[config.mk]
export PLATFORM = sky130hd
export DESIGN_NAME = core_sequencer
export DESIGN_NICKNAME = d
export VERILOG_FILES = /design/src/rtl/core_sequencer.sv
export SDC_FILE = /design/constraint.sdc
export NUM_CORES = 1
export LEC_CHECK = 0
export CAP_MARGIN = 15
export CORE_MARGIN = 3
export CORE_UTILIZATION = 47
export DETAILED_ROUTE_END_ITERATION = 7
export PLACE_DENSITY_LB_ADDON = 0.3
export SETUP_SLACK_MARGIN = 0.15
export SYNTH_ARGS = -nofsm -noshare
export SYNTH_HDL_FRONTEND = slang
export SYNTH_SLANG_ARGS = --single-unit
[constraint.sdc]
create_clock -name Clock -period 3.3 [get_ports Clock]
set_clock_uncertainty 0.2 [all_clocks]
set_input_delay 0.66 -clock Clock [delete_from_list [all_inputs] [get_ports Clock]]
set_output_delay 0.66 -clock Clock [all_outputs]
set_load 0.01 [all_outputs]
[src/rtl/core_sequencer.sv]
// Multi-cycle control sequencer for the single-issue RISC-V core.
// Walks FETCH -> DECODE -> EXECUTE -> [MEM] -> [WRITEBACK] -> PC_UPDATE per
// instruction, traps on an illegal opcode or a data-memory timeout, and counts
// retired instructions.
// Ports:
//   Clock, peripheral_reset          clock, async active-high reset
//   start, halt_req                  run control
//   inst_in, imem_ack                instruction fetch return
//   dmem_ack, branch_taken           data memory completion, ALU branch result
//   imem_req, dmem_req               memory request handshakes
//   en_inst_decode, decode_out,
//   exec_en, write_back_out          per-stage strobes
//   pc_inc_en, pc_branch_en          PC update enables
//   busy, trap, trap_cause           status
//   retired_count                    retired-instruction counter
module core_sequencer #(
    parameter int unsigned CNT_W       = 32,
    parameter int unsigned MEM_TIMEOUT = 16,
    parameter int unsigned TO_W        = 5
) (
    input  logic             Clock,
    input  logic             peripheral_reset,
    input  logic             start,
    input  logic             halt_req,
    input  logic [31:0]      inst_in,
    input  logic             imem_ack,
    input  logic             dmem_ack,
    input  logic             branch_taken,
    output logic             imem_req,
    output logic             en_inst_decode,
    output logic             decode_out,
    output logic             exec_en,
    output logic             dmem_req,
    output logic             write_back_out,
    output logic             pc_inc_en,
    output logic             pc_branch_en,
    output logic             busy,
    output logic             trap,
    output logic [1:0]       trap_cause,
    output logic [CNT_W-1:0] retired_count
);

    localparam int unsigned OP_W = 7;

    localparam logic [OP_W-1:0] OP_R  = 7'b0110011;
    localparam logic [OP_W-1:0] OP_I  = 7'b0010011;
    localparam logic [OP_W-1:0] OP_L  = 7'b0000011;
    localparam logic [OP_W-1:0] OP_S  = 7'b0100011;
    localparam logic [OP_W-1:0] OP_SB = 7'b1100011;

    typedef enum logic [2:0] {
        S_IDLE, S_FETCH, S_DECODE, S_EXECUTE,
        S_MEM, S_WRITEBACK, S_PC_UPDATE, S_TRAP
    } state_e;

    state_e            state_q, state_d;
    logic [OP_W-1:0]   opcode_q, opcode_d;
    logic [TO_W-1:0]   to_q, to_d;
    logic              br_flag_q, br_flag_d;
    logic [1:0]        cause_q, cause_d;
    logic [CNT_W-1:0]  cnt_q, cnt_d;

    logic imem_req_q, imem_req_d;
    logic en_dec_q, en_dec_d;
    logic exec_en_q, exec_en_d;
    logic dmem_req_q, dmem_req_d;
    logic wb_q, wb_d;
    logic pc_inc_q, pc_inc_d;
    logic pc_br_q, pc_br_d;
    logic busy_q, busy_d;
    logic trap_q, trap_d;

    logic is_sb, is_mem, is_legal;

    // Only the opcode field of the instruction matters here.
    logic unused_inst_hi;
    assign unused_inst_hi = ^inst_in[31:OP_W];

    assign is_sb    = (opcode_q == OP_SB);
    assign is_mem   = (opcode_q == OP_L) || (opcode_q == OP_S);
    assign is_legal = (opcode_q == OP_R) || (opcode_q == OP_I) || is_mem || is_sb;

    // Next-state, datapath-register and registered-output decode.
    always_comb begin
        state_d   = state_q;
        opcode_d  = opcode_q;
        to_d      = to_q;
        br_flag_d = br_flag_q;
        cause_d   = cause_q;
        cnt_d     = cnt_q;

        case (state_q)
            S_IDLE: begin
                if (start) state_d = S_FETCH;
            end
            S_FETCH: begin
                if (imem_ack) begin
                    opcode_d = inst_in[OP_W-1:0];
                    state_d  = S_DECODE;
                end
            end
            S_DECODE: begin
                if (is_legal) begin
                    state_d = S_EXECUTE;
                end else begin
                    state_d = S_TRAP;
                    cause_d = 2'b01;
                end
            end
            S_EXECUTE: begin
                if (is_sb) begin
                    br_flag_d = branch_taken;
                    state_d   = S_PC_UPDATE;
                end else if (is_mem) begin
                    to_d    = '0;
                    state_d = S_MEM;
                end else begin
                    state_d = S_WRITEBACK;
                end
            end
            S_MEM: begin
                to_d = to_q + TO_W'(1);
                // An ack in the final allowed cycle still completes the access.
                if (dmem_ack) begin
                    state_d = S_WRITEBACK;
                end else if (to_q == TO_W'(MEM_TIMEOUT - 1)) begin
                    state_d = S_TRAP;
                    cause_d = 2'b10;
                end
            end
            S_WRITEBACK: begin
                state_d = S_PC_UPDATE;
            end
            S_PC_UPDATE: begin
                state_d = halt_req ? S_IDLE : S_FETCH;
            end
            S_TRAP: begin
                if (start) begin
                    cause_d = 2'b00;
                    state_d = S_FETCH;
                end
            end
            default: state_d = S_IDLE;
        endcase

        // Retire is counted on entry so the count moves with the PC enable.
        if (state_d == S_PC_UPDATE) cnt_d = cnt_q + CNT_W'(1);

        // Outputs are decoded from the next state so they register alongside it.
        imem_req_d = (state_d == S_FETCH);
        en_dec_d   = (state_d == S_DECODE);
        exec_en_d  = (state_d == S_EXECUTE);
        dmem_req_d = (state_d == S_MEM);
        wb_d       = (state_d == S_WRITEBACK);
        pc_br_d    = (state_d == S_PC_UPDATE) && is_sb && br_flag_d;
        pc_inc_d   = (state_d == S_PC_UPDATE) && !(is_sb && br_flag_d);
        busy_d     = (state_d != S_IDLE) && (state_d != S_TRAP);
        trap_d     = (state_d == S_TRAP);
    end

    // State and output registers.
    always_ff @(posedge Clock or posedge peripheral_reset) begin
        if (peripheral_reset) begin
            state_q    <= S_IDLE;
            opcode_q   <= '0;
            to_q       <= '0;
            br_flag_q  <= 1'b0;
            cause_q    <= 2'b00;
            cnt_q      <= '0;
            imem_req_q <= 1'b0;
            en_dec_q   <= 1'b0;
            exec_en_q  <= 1'b0;
            dmem_req_q <= 1'b0;
            wb_q       <= 1'b0;
            pc_inc_q   <= 1'b0;
            pc_br_q    <= 1'b0;
            busy_q     <= 1'b0;
            trap_q     <= 1'b0;
        end else begin
            state_q    <= state_d;
            opcode_q   <= opcode_d;
            to_q       <= to_d;
            br_flag_q  <= br_flag_d;
            cause_q    <= cause_d;
            cnt_q      <= cnt_d;
            imem_req_q <= imem_req_d;
            en_dec_q   <= en_dec_d;
            exec_en_q  <= exec_en_d;
            dmem_req_q <= dmem_req_d;
            wb_q       <= wb_d;
            pc_inc_q   <= pc_inc_d;
            pc_br_q    <= pc_br_d;
            busy_q     <= busy_d;
            trap_q     <= trap_d;
        end
    end

    assign imem_req       = imem_req_q;
    assign en_inst_decode = en_dec_q;
    assign decode_out     = en_dec_q;
    assign exec_en        = exec_en_q;
    assign dmem_req       = dmem_req_q;
    assign write_back_out = wb_q;
    assign pc_inc_en      = pc_inc_q;
    assign pc_branch_en   = pc_br_q;
    assign busy           = busy_q;
    assign trap           = trap_q;
    assign trap_cause     = cause_q;
    assign retired_count  = cnt_q;

endmodule

# Word level (Yosys, flattened, before mapping)

Index checks and enable logic that the tools add are counted.

Multiplexer cells: 19
Equal/unequal tests: 27
Reduce and logical (&&, ||, !) cells: 18
Add/sub/neg operators: 2

Operators by type and width:

| kind                                           | number |
|---|---|
| adder 32 x 1 -> 32 bit (second input constant) | 1 |
| == test 3 bit (second input constant)          | 8 |
| one-hot mux 3 bit (7 select lines)             | 1 |
| 2-to-1 mux 3 bit                               | 5 |
| == test 7 x 6 -> 1 bit (second input constant) | 2 |
| == test 3 x 2 -> 1 bit (second input constant) | 4 |
| inequality test 2 bit (second input constant)  | 6 |
| 2-to-1 mux 2 bit                               | 5 |
| 2-to-1 mux 5 bit                               | 2 |
| one-hot mux 5 bit (2 select lines)             | 1 |
| == test 7 x 2 -> 1 bit (second input constant) | 1 |
| == test 7 x 5 -> 1 bit (second input constant) | 1 |
| == test 7 bit (second input constant)          | 1 |
| == test 3 x 1 -> 1 bit (second input constant) | 2 |
| one-hot mux 2 bit (3 select lines)             | 1 |
| nonzero test 3 bit                             | 2 |
| adder 5 x 1 -> 5 bit (second input constant)   | 1 |
| == test 5 x 4 -> 1 bit (second input constant) | 1 |
| logical AND 1 bit                              | 5 |
| AND reduction 5 bit                            | 1 |
| logical OR 1 bit                               | 4 |
| 2-to-1 mux 1 bit                               | 4 |
| logical NOT 3 bit                              | 1 |
| inequality test 3 bit (second input constant)  | 1 |
| other kinds (5)                                | 5 |

Logic and storage cells: 81
Bits of input ports: 39
Register bits: 59

# Depth between registers and ports, before layout

Depth after elaboration: 9
Gate-level depth with buffers: 10
Depth with buffers taken out: 10

# Worst setup path before layout

No wires, ideal clock.

Path kind: reg2reg
Start: register to_q[0]
End: register cnt_q[4], in the netlist retired_count[4]
Path buffers: 1
Data required time: 3,020 ps
Data arrival time: 2,181 ps
Slack: 839 ps
Period minus slack after synthesis: 2,461 ps
Stages on the path, launching flop included: 11
Cell sequence: dfrtp_1 -> ha_1 -> and3_1 -> ha_1 -> nor3b_1 -> a21o_1 -> a211o_2 -> and3_1 -> buf_2 -> nand4_1 -> xnor2_1

Cells in the longest elaborated chain, start to end: 5

RTL lines:

| item                               | line | source |
|---|---|---|
| start: declaration                 | 58   | `logic [TO_W-1:0] to_q, to_d;` |
| start signal: assignment           | 182  | `to_q <= to_d;` |
| == test 5 x 4 -> 1 bit             | 126  | `end else if (to_q == TO_W'(MEM_TIMEOUT - 1)) begin` |
| 2-to-1 mux 3 bit                   | 126  |  |
| 2-to-1 mux 3 bit                   | 124  | `if (dmem_ack) begin` |
| one-hot mux 3 bit (7 select lines) | 92   | `case (state_q)` |
| == test 3 bit                      | 147  | `if (state_d == S_PC_UPDATE) cnt_d = cnt_q + CNT_W'(1);` |
| end signal: assignment             | 185  | `cnt_q <= cnt_d;` |
| end: declaration                   | 61   | `logic [CNT_W-1:0] cnt_q, cnt_d;` |

Every way passes these cells.
A chain may end at the register's enable or synchronous reset.

# Worst setup path after layout

Start: register to_q[0]
End: register cnt_q[7], in the netlist retired_count[7]

Same word-level chain as after synthesis.

==> results.py <==
metrics = {
    "finish": {
        "antenna-diode-count": 0,
        "seqCellArea_um2": 1480,
        "drive_gt1_share_pct": 12.9,
        "final_common_cell": "dfrtp_1",
        "final_core_util_pct": 65.0,
        "final_nets": 363,
        "nFillCells": 445,
        "area_growth_pct": 31.1,
        "layout.cells.non_filler": 398,
        "multi_input_area_um2": 1230,
        "final_cell_mix": "dfrtp_1, clkdlybuf4s50_1, nand2_1",
    },
    "clock_tree": {
        "post_cts_resize_count": 0,
        "tritoncts": "done",
        "clk_pin_slew_ns": 0.07,
        "cts_max_level": 3,
        "numCtsBuffers": 9,
        "clock_latency_ns": 0.33,
        "clk_path_buf_depth": 2,
        "cts_setup_buffers": 0,
        "cts_hold_buf": 0,
        "clkSinkCount": 59,
        "cts-root-buf": "clkbuf_8",
    },
    "logic_synthesis": {
        "synth_enable_flop_cells": 0,
        "synth_seq_cells": 59,
        "yosysTopAreaCellShare_pct": 52.8,
        "syn-cell-area_um2": 2800,
        "synth_cell_type_count": 47,
        "synth-main-ff-cell": "dfrtp_1",
        "syn_nets": 299,
        "avgSynthCellArea_um2": 10.9,
        "yosysWarnings": 0,
        "async_flop_share_pct": 100,
        "ys_seq_area_share_pct": 52.8,
        "synth_area_leader_cell": "dfrtp_1",
        "netlist_top_cells_area": "dfrtp_1, xor2_1, xnor2_1",
        "netlist_instances": 257,
    },
    "drt": {
        "routed_wl_mm": 5.72,
        "drt-pass1-iter-count": 4,
        "avgRoutedWirePerCell_um": 14.4,
        "first_iter_violations": 71,
        "via_per_inst": 5.19,
        "via_count": 2066,
        "ant_nets": 0,
        "drc": 0,
    },
    "timing": {
        "min_period_ns": 2.68,
        "final-setup-viol-count": 0,
        "max-slew-margin-rel_pct": 69.7,
        "clock.fmax_mhz": 373,
        "slew_viol_final": 0,
        "fin_tns_setup_ns": 0,
        "worst_slack_ns": 0.622,
        "tightest_slew_ns": 0.450,
        "fin_crit_sh_pct": 81.1,
        "rsz0062_at_grt": "false",
        "hold_viol": 0,
    },
    "global_route": {
        "grt-ovfl-total": 0,
        "grt_pass1_wl_mm": 10.0,
        "track_usage_pct": 18.1,
        "grt_antenna_before_repair": 0,
        "grt_max_degree": 25,
        "grt_pass1_vias": 2105,
    },
    "worst_hold_path": {
        "whs_path_depth": 1,
        "hold_path_class": "flop to flop",
    },
    "power_and_ir_drop": {
        "pwr-share-seq_pct": 40.4,
        "p_sw_uw": 888,
        "p_int_mw": 1.71,
        "clkPwrFrac_pct": 28.3,
        "combPwrFrac_pct": 31.3,
        "p_leak_nw": 1.65,
        "powerDensity_nw_per_um2": 708,
        "vdd_drop_max_uv": 302,
        "switching_share_pct": 34.2,
    },
    "placed_design": {
        "io_buffers": 57,
        "dp_hpwl_mm": 4.02,
        "place_congestion": 0.798,
        "dp_slack_ns": 0.335,
        "place_inst": 382,
    },
    "floorplan": {
        "rows": 27,
        "start_util_pct": 49.6,
        "core_um2": 5640,
        "fp.dieH_um": 83.1,
        "io_pins": 83,
        "die_w_um": 83.1,
        "die-area_um2": 6910,
    },
    "worst_setup_path": {
        "critPathCaptureType": "flop",
        "start_kind": "flop",
        "worstPathRequired_ns": 3.35,
        "criticalPathCategory": "flop to flop",
        "arrival_ns": 2.72,
        "r2r.worst_path.cells": 9,
        "critPathMaxFanout": 10,
    },
    "flow_run": {
        "drv_cap": 0,
    },
    "outcome": {
        "status": "finished, final reports clean",
    },
}
-- metal layers --
layer	routed length [um]	vias up	track usage (%)
li1	-	1012	-
met1	2680	1000	23.9
met2	2700	45	27.3
met3	231	9	6.25
met4	108	0	7.13
met5	0	-	0
-- final timing paths --
| kind | startpoint | to | slack [ns] |
|---|---|---|---|
| worst max-delay path | to_q[0] | retired_count[7] | 0.62 |
| worst min-delay path | retired_count[31] | retired_count[31] | 0.28 |
| worst max register to register | to_q[0] | retired_count[7] | 0.62 |
| worst min register to register | retired_count[31] | retired_count[31] | 0.28 |
| max in group asynchronous | peripheral_reset | state_q[2] | 1.80 |
| min in group asynchronous | peripheral_reset | retired_count[22] | 0.45 |
-- power by group through the flow --
stage | registers [mW] | clock network (mW) | logic (mW)
6_report | 1.05 | 0.735 | 0.814
5_1_grt | 1.08 | 0.791 | 0.909
4_1_cts | 1.05 | 0.750 | 0.830
3_5_place_dp | 1.06 | 0 | 0.827
3_3_place_gp | 1.05 | 0 | 0.797
2_1_floorplan | 1.02 | 0 | 0.590
-- cell families (layout without fill, tap and decap cells) --
logic type                 count (synthesis)  in the layout  share of synthesized area, %
AOI/OAI and AO/OA                         18             18                          4.88
xor gates and xnor gates                  32             32                          10.0
adders and majority gates                  3              3                          1.34
buffers and inverters                     18             87                          3.04
DFF                                       59             59                          52.8
muxes                                     10             10                          3.98
and+or+nand+nor                          117            117                          23.9
-- state kept, by name, indices dropped and copies added (netlist names) --
name / flops
retired_count: 32
opcode_q: 7
to_q: 5
state_q: 3
trap_cause: 2
br_flag_q: 1
busy: 1
decode_out: 1
dmem_req: 1
exec_en: 1
imem_req: 1
pc_branch_en: 1
pc_inc_en: 1
trap: 1
write_back_out: 1
-- cell type report --
type / count / share of cell area (%)
clock inverter: 6 / 2.42
timing repair buffer: 61 / 16.4
clock buffer: 10 / 3.75
multi-input combinational: 180 / 33.7
tap: 72 / 2.46
sequential: 59 / 40.3
inverter: 10 / 1.02
-- per-stage QoR --
step                hold WS [ns]  cell area, um^2  total power, mW
global route               0.282             3670             2.78
detailed placement         0.264             3440             1.89
global placement           0.258             3440             1.85
CTS                        0.275             3670             2.63
finish                     0.278             3670             2.60
floorplan                  0.265             2800             1.61
-- cells in the mapped netlist (all sizes together) (4+ instances only) --
| master | n |
|---|---|
| nor2 | 22 |
| nand4 | 9 |
| buf | 7 |
| nor2b | 4 |
| nand2 | 25 |
| nand3 | 16 |
| inv | 10 |
| nor3 | 15 |
| xor2 | 17 |
| o21ai | 5 |
| and3 | 8 |
| mux2 | 9 |
| xnor2 | 15 |
| nor4 | 4 |
| a21oi | 4 |
| dfrtp | 59 |
-- worst max-delay path, stage by stage, from the launching register on --
cell,delay [ns]
dfrtp_1,0.40
ha_1,0.23
and3_1,0.19
ha_1,0.19
nor3b_1,0.15
a21o_1,0.17
a211o_2,0.42
and3_1,0.34
nand3_1,0.17
xnor2_1,0.14
Note: power is estimated with default switching activity, not from simulation.
==> variant 1: new RTL, same settings <==
Re-encode `state_e` (8 states) as one-hot, 8 bits wide.
--- a/src/rtl/core_sequencer.sv
+++ b/src/rtl/core_sequencer.sv
@@ -48,9 +48,9 @@
     localparam logic [OP_W-1:0] OP_S  = 7'b0100011;
     localparam logic [OP_W-1:0] OP_SB = 7'b1100011;
 
-    typedef enum logic [2:0] {
-        S_IDLE, S_FETCH, S_DECODE, S_EXECUTE,
-        S_MEM, S_WRITEBACK, S_PC_UPDATE, S_TRAP
+    typedef enum logic [7:0] {
+        S_IDLE = 8'b00000001, S_FETCH = 8'b00000010, S_DECODE = 8'b00000100, S_EXECUTE = 8'b00001000,
+        S_MEM = 8'b00010000, S_WRITEBACK = 8'b00100000, S_PC_UPDATE = 8'b01000000, S_TRAP = 8'b10000000
     } state_e;
 
     state_e            state_q, state_d;
Behaviour: same outputs for any inputs over 10 cycles, from zero or initial values and one cycle with peripheral_reset high; not proved beyond that.
==> variant 1 against the original RTL <==
Fmax up 7.2%. Largest cell class unchanged. Sequential cell count is 5 higher. Synthesized area grew 7.8%. Setup slack improved by 180 ps. Routed wire length is 6.3% higher. Die area increased by 7.2%. Final area grew 4.4%.
Power is not compared: it rests on default switching activity, and its combinational part moved more than twofold at a synthesized area within 25%.
==> variant 1: results (changes against the original RTL) <==
| Metric | Value |
|---|---|
| Placed instance area | `3646 um2 (+6.0%)` |
| Total GRT Usage | `0.1812 (+0.0003706)` |
| End-of-flow core utilization | `0.6315 (-0.01831)` |
| Fin cells | `424 (+6.5%)` |
| Post-Place Worst Slack | `807.1 ps (+471.6 ps)` |
| Commonest cells in the synthesized netlist | `63 x dfrtp_1, 27 x nand2_1, 21 x xnor2_1, 18 x nor2_1, 16 x nand3_1` |
| Area of all sequential standard cells | `1603 um2 (+8.6%)` |
| Synth unique cells | `48 (+2.1%)` |
| Mapped Nets | `329 (+10%)` |
| Number of vias per cell after detailed routing | `5.476 (+5.5%)` |
| Xor and xnor fraction of the mapped netlist area | `0.09880 (-0.001428)` |
| Crit-path max cell delay | `740 ps (+320 ps)` |
| Multi-input gate count | `200 (+11%)` |
| Mux share of post-synthesis cell area | `0.02242 (-0.01741)` |
| Wire length of the first global-routing pass | `10,530 um (+5.1%)` |
| Buffering overhead | `0.1543 (-0.009524)` |
| Arrival @ worst endpoint | `2540 ps (-180 ps)` |
| Clock latency of the later-clocked register in the worst-skew pair | `350 ps (+20 ps)` |
| Cells taking the most area after synthesis | `dfrtp_1 52%, xnor2_1 6.1%, xor2_1 3.8%, nand2_1 3.4%, nand3_1 2.7%` |
| Terminus of the critical flop-to-flop path | `opcode_q[2]` |
| Core Footprint | `6061 um2 (+7.4%)` |
| Status | `finished clean` |
| Clock net sink count | `64 (+8.5%)` |
| Largest fanout on the critical path | `9 (-1)` |
| Slew headroom | `0.6033 (-0.09421)` |
| Layout cell share with drive strength beyond 1 | `0.1032 (-0.02568)` |
| Final layout net count | `386 (+6.3%)` |
| Fraction of the mapped netlist area in compound gates | `0.07098 (+0.02221)` |
| Number of DRC markers in iteration 0 | `125 (+76%)` |
| Seq/Total Area, Yosys | `0.5318 (+0.003792)` |
| FF-to-FF path depth | `3 (-6)` |
| Fraction of area in multi-input gates | `0.3442 (+0.007371)` |
| Critical path's slowest cell | `or4_1` |
| R2r setup slk | `800 ps (+180 ps)` |
## variant 1: cell types whose count changed after synthesis, moves of 6 or more
cell / before / now
nor4_1: 1 / 8
clkbuf_1: 1 / 7
o21ai_0: 5 / 12
xnor2_1: 15 / 21
nor3_1: 13 / 5
## variant 1: routing by layer
layer | global-route usage | vias up | part of all wire
met5 | 0 | - | 0
met1 | 0.2377 | 1120 | 0.46
met4 | 0.07338 | 0 | 0.014
li1 | - | 1130 | -
met2 | 0.2775 | 60 | 0.47
met3 | 0.05860 | 12 | 0.056
## variant 1: worst max-delay path by stage
stage | to | slack, ps | startpoint | cells after the start
6_report | opcode_q[2] | 800 | state_q[2] | 3
5_1_grt | opcode_q[3] | 710 | state_q[2] | 3
4_1_cts | opcode_q[1] | 810 | state_q[2] | 3
3_5_place_dp | opcode_q[2] | 810 | imem_ack | 4
3_3_place_gp | opcode_q[3] | 840 | imem_ack | 4
2_1_floorplan | br_flag_q | 840 | peripheral_reset | 1
==> variant 2: new RTL, config.mk and constraints unchanged <==
Made on the original files. Set the parameter `CNT_W` to 16 (it was 32).
--- a/src/rtl/core_sequencer.sv
+++ b/src/rtl/core_sequencer.sv
@@ -14,7 +14,7 @@
 //   busy, trap, trap_cause           status
 //   retired_count                    retired-instruction counter
 module core_sequencer #(
-    parameter int unsigned CNT_W       = 32,
+    parameter int unsigned CNT_W       = 16,
     parameter int unsigned MEM_TIMEOUT = 16,
     parameter int unsigned TO_W        = 5
 ) (
Ports: changed (resized retired_count); port bits go from 83 to 67. No check against the original RTL was run, so the function may have changed too.
==> variant 2 against the original RTL <==
Die area down 26%. Cell count fell by 33%. Routed wire length shrank 29%. Setup slack got worse by 100 ps. Final area is 31% lower. Total power shrank 27%. Synthesized area is 28% lower. Sequential cell count fell by 16.
==> variant 2: results (changes against the original RTL) <==
| Metric | Value |
|---|---|
| Total GRT Usage | `0.1772 (-0.003593)` |
| Clock latency of the later-clocked register in the worst-skew pair | `290 ps (-40 ps)` |
| Layout cell share with drive strength beyond 1 | `0.1302 (+0.001398)` |
| Status | `finished clean` |
| Vias in the first global route | `1,556 (-26%)` |
| Mapped Nets | `214 (-28%)` |
| Launch point of the worst hold path | `retired_count[14]` |
| Final layout net count | `256 (-29%)` |
| FF-to-FF path depth | `8 (-1)` |
| Placed instance area | `2449 um2 (-29%)` |
| Flip-flop count of the largest register after layout | `16 (-50%)` |
| Total half-perimeter wirelength after legalization and detailed placement | `2962 um (-26%)` |
| Commonest cells in the synthesized netlist | `43 x dfrtp_1, 14 x xnor2_1, 11 x nand2_1, 9 x mux2_2, 8 x and3_1` |
| Number of vias per cell after detailed routing | `5.468 (+5.3%)` |
| Fin cells | `265 (-33%)` |
| Port Buffers | `41 (-28%)` |
| Worst-margin pin slew | `534.9 ps (+84.59 ps)` |
| Fill cells | `317 (-29%)` |
| H-Tree Depth | `2 (-1)` |
| Switching fraction of total power | `0.3627 (+0.02061)` |
| Post-Place Worst Slack | `417.8 ps (+82.41 ps)` |
| Number of DRC markers in iteration 0 | `98 (+38%)` |
| Worst min-delay path endpoint | `retired_count[14]` |
| Placer Congestion | `0.7853 (-1.6%)` |
| Seq/Total Area, Yosys | `0.5355 (+0.007528)` |
| Arrival @ worst endpoint | `2760 ps (+40 ps)` |
| Wire length of the first global-routing pass | `7051 um (-30%)` |
| Terminus of the critical flop-to-flop path | `retired_count[1]` |
| Cells taking the most area after synthesis | `dfrtp_1 54%, xnor2_1 6.1%, mux2_2 5.0%, and3_1 2.5%, nand3_2 2.5%` |
[variant 2: cell count changes after synthesis, moves of 9 or more]
cell,unedited run,this run
xor2_1,17,2
nor3_1,13,4
nor2_1,22,6
nand2_1,25,11
dfrtp_1,59,43
nand3_1,15,2
[variant 2: worst max-delay path: stages (launching register included)]
cell and delay (ps):
dfrtp_1 420, ha_1 240, and3_1 190, ha_1 210, o21ai_0 230, mux2i_1 150, a222oi_1 360, buf_4 300
mux2_2 360
[variant 2: worst max-delay path by stage]
stage               slack [ps]     start          endpoint  cells past startpoint
finish                     520   to_q[0]  retired_count[1]                      8
global route               400   to_q[0]  retired_count[1]                      8
CTS                        490   to_q[0]  retired_count[1]                      8
detailed placement         420  dmem_ack  retired_count[1]                      6
global placement           510  dmem_ack  retired_count[1]                      6
floorplan                  900   to_q[0]  retired_count[1]                      8
[variant 2: power groups by stage]
stage          combinational [mW]  clock, mW  sequential (mW)
3_5_place_dp                0.736          0            0.867
5_1_grt                     0.808      0.347            0.886
4_1_cts                     0.742      0.324            0.857
6_report                    0.733      0.314            0.859
3_3_place_gp                0.704          0            0.846
2_1_floorplan               0.513          0            0.830
[variant 2: final cells by class]
cell class              instances  area, um2  area share
repair buffers                 44      432.9      0.1711
inverters                       5      18.77    0.007418
clock inverters                 1      5.005    0.001978
multi-input cells             115      858.3      0.3393
well taps                      50      62.56     0.02473
flip-flops and latches         43       1076      0.4253
clock buffers                   7      76.32     0.03017
[variant 2: metal layers]
metal  up-vias  GRT usage  part of all wire
met5         -          0                 0
met4         0    0.08351             0.020
met3         9    0.04488             0.040
met2        29     0.2980              0.52
met1       725     0.2125              0.42
li1        686          -                 -
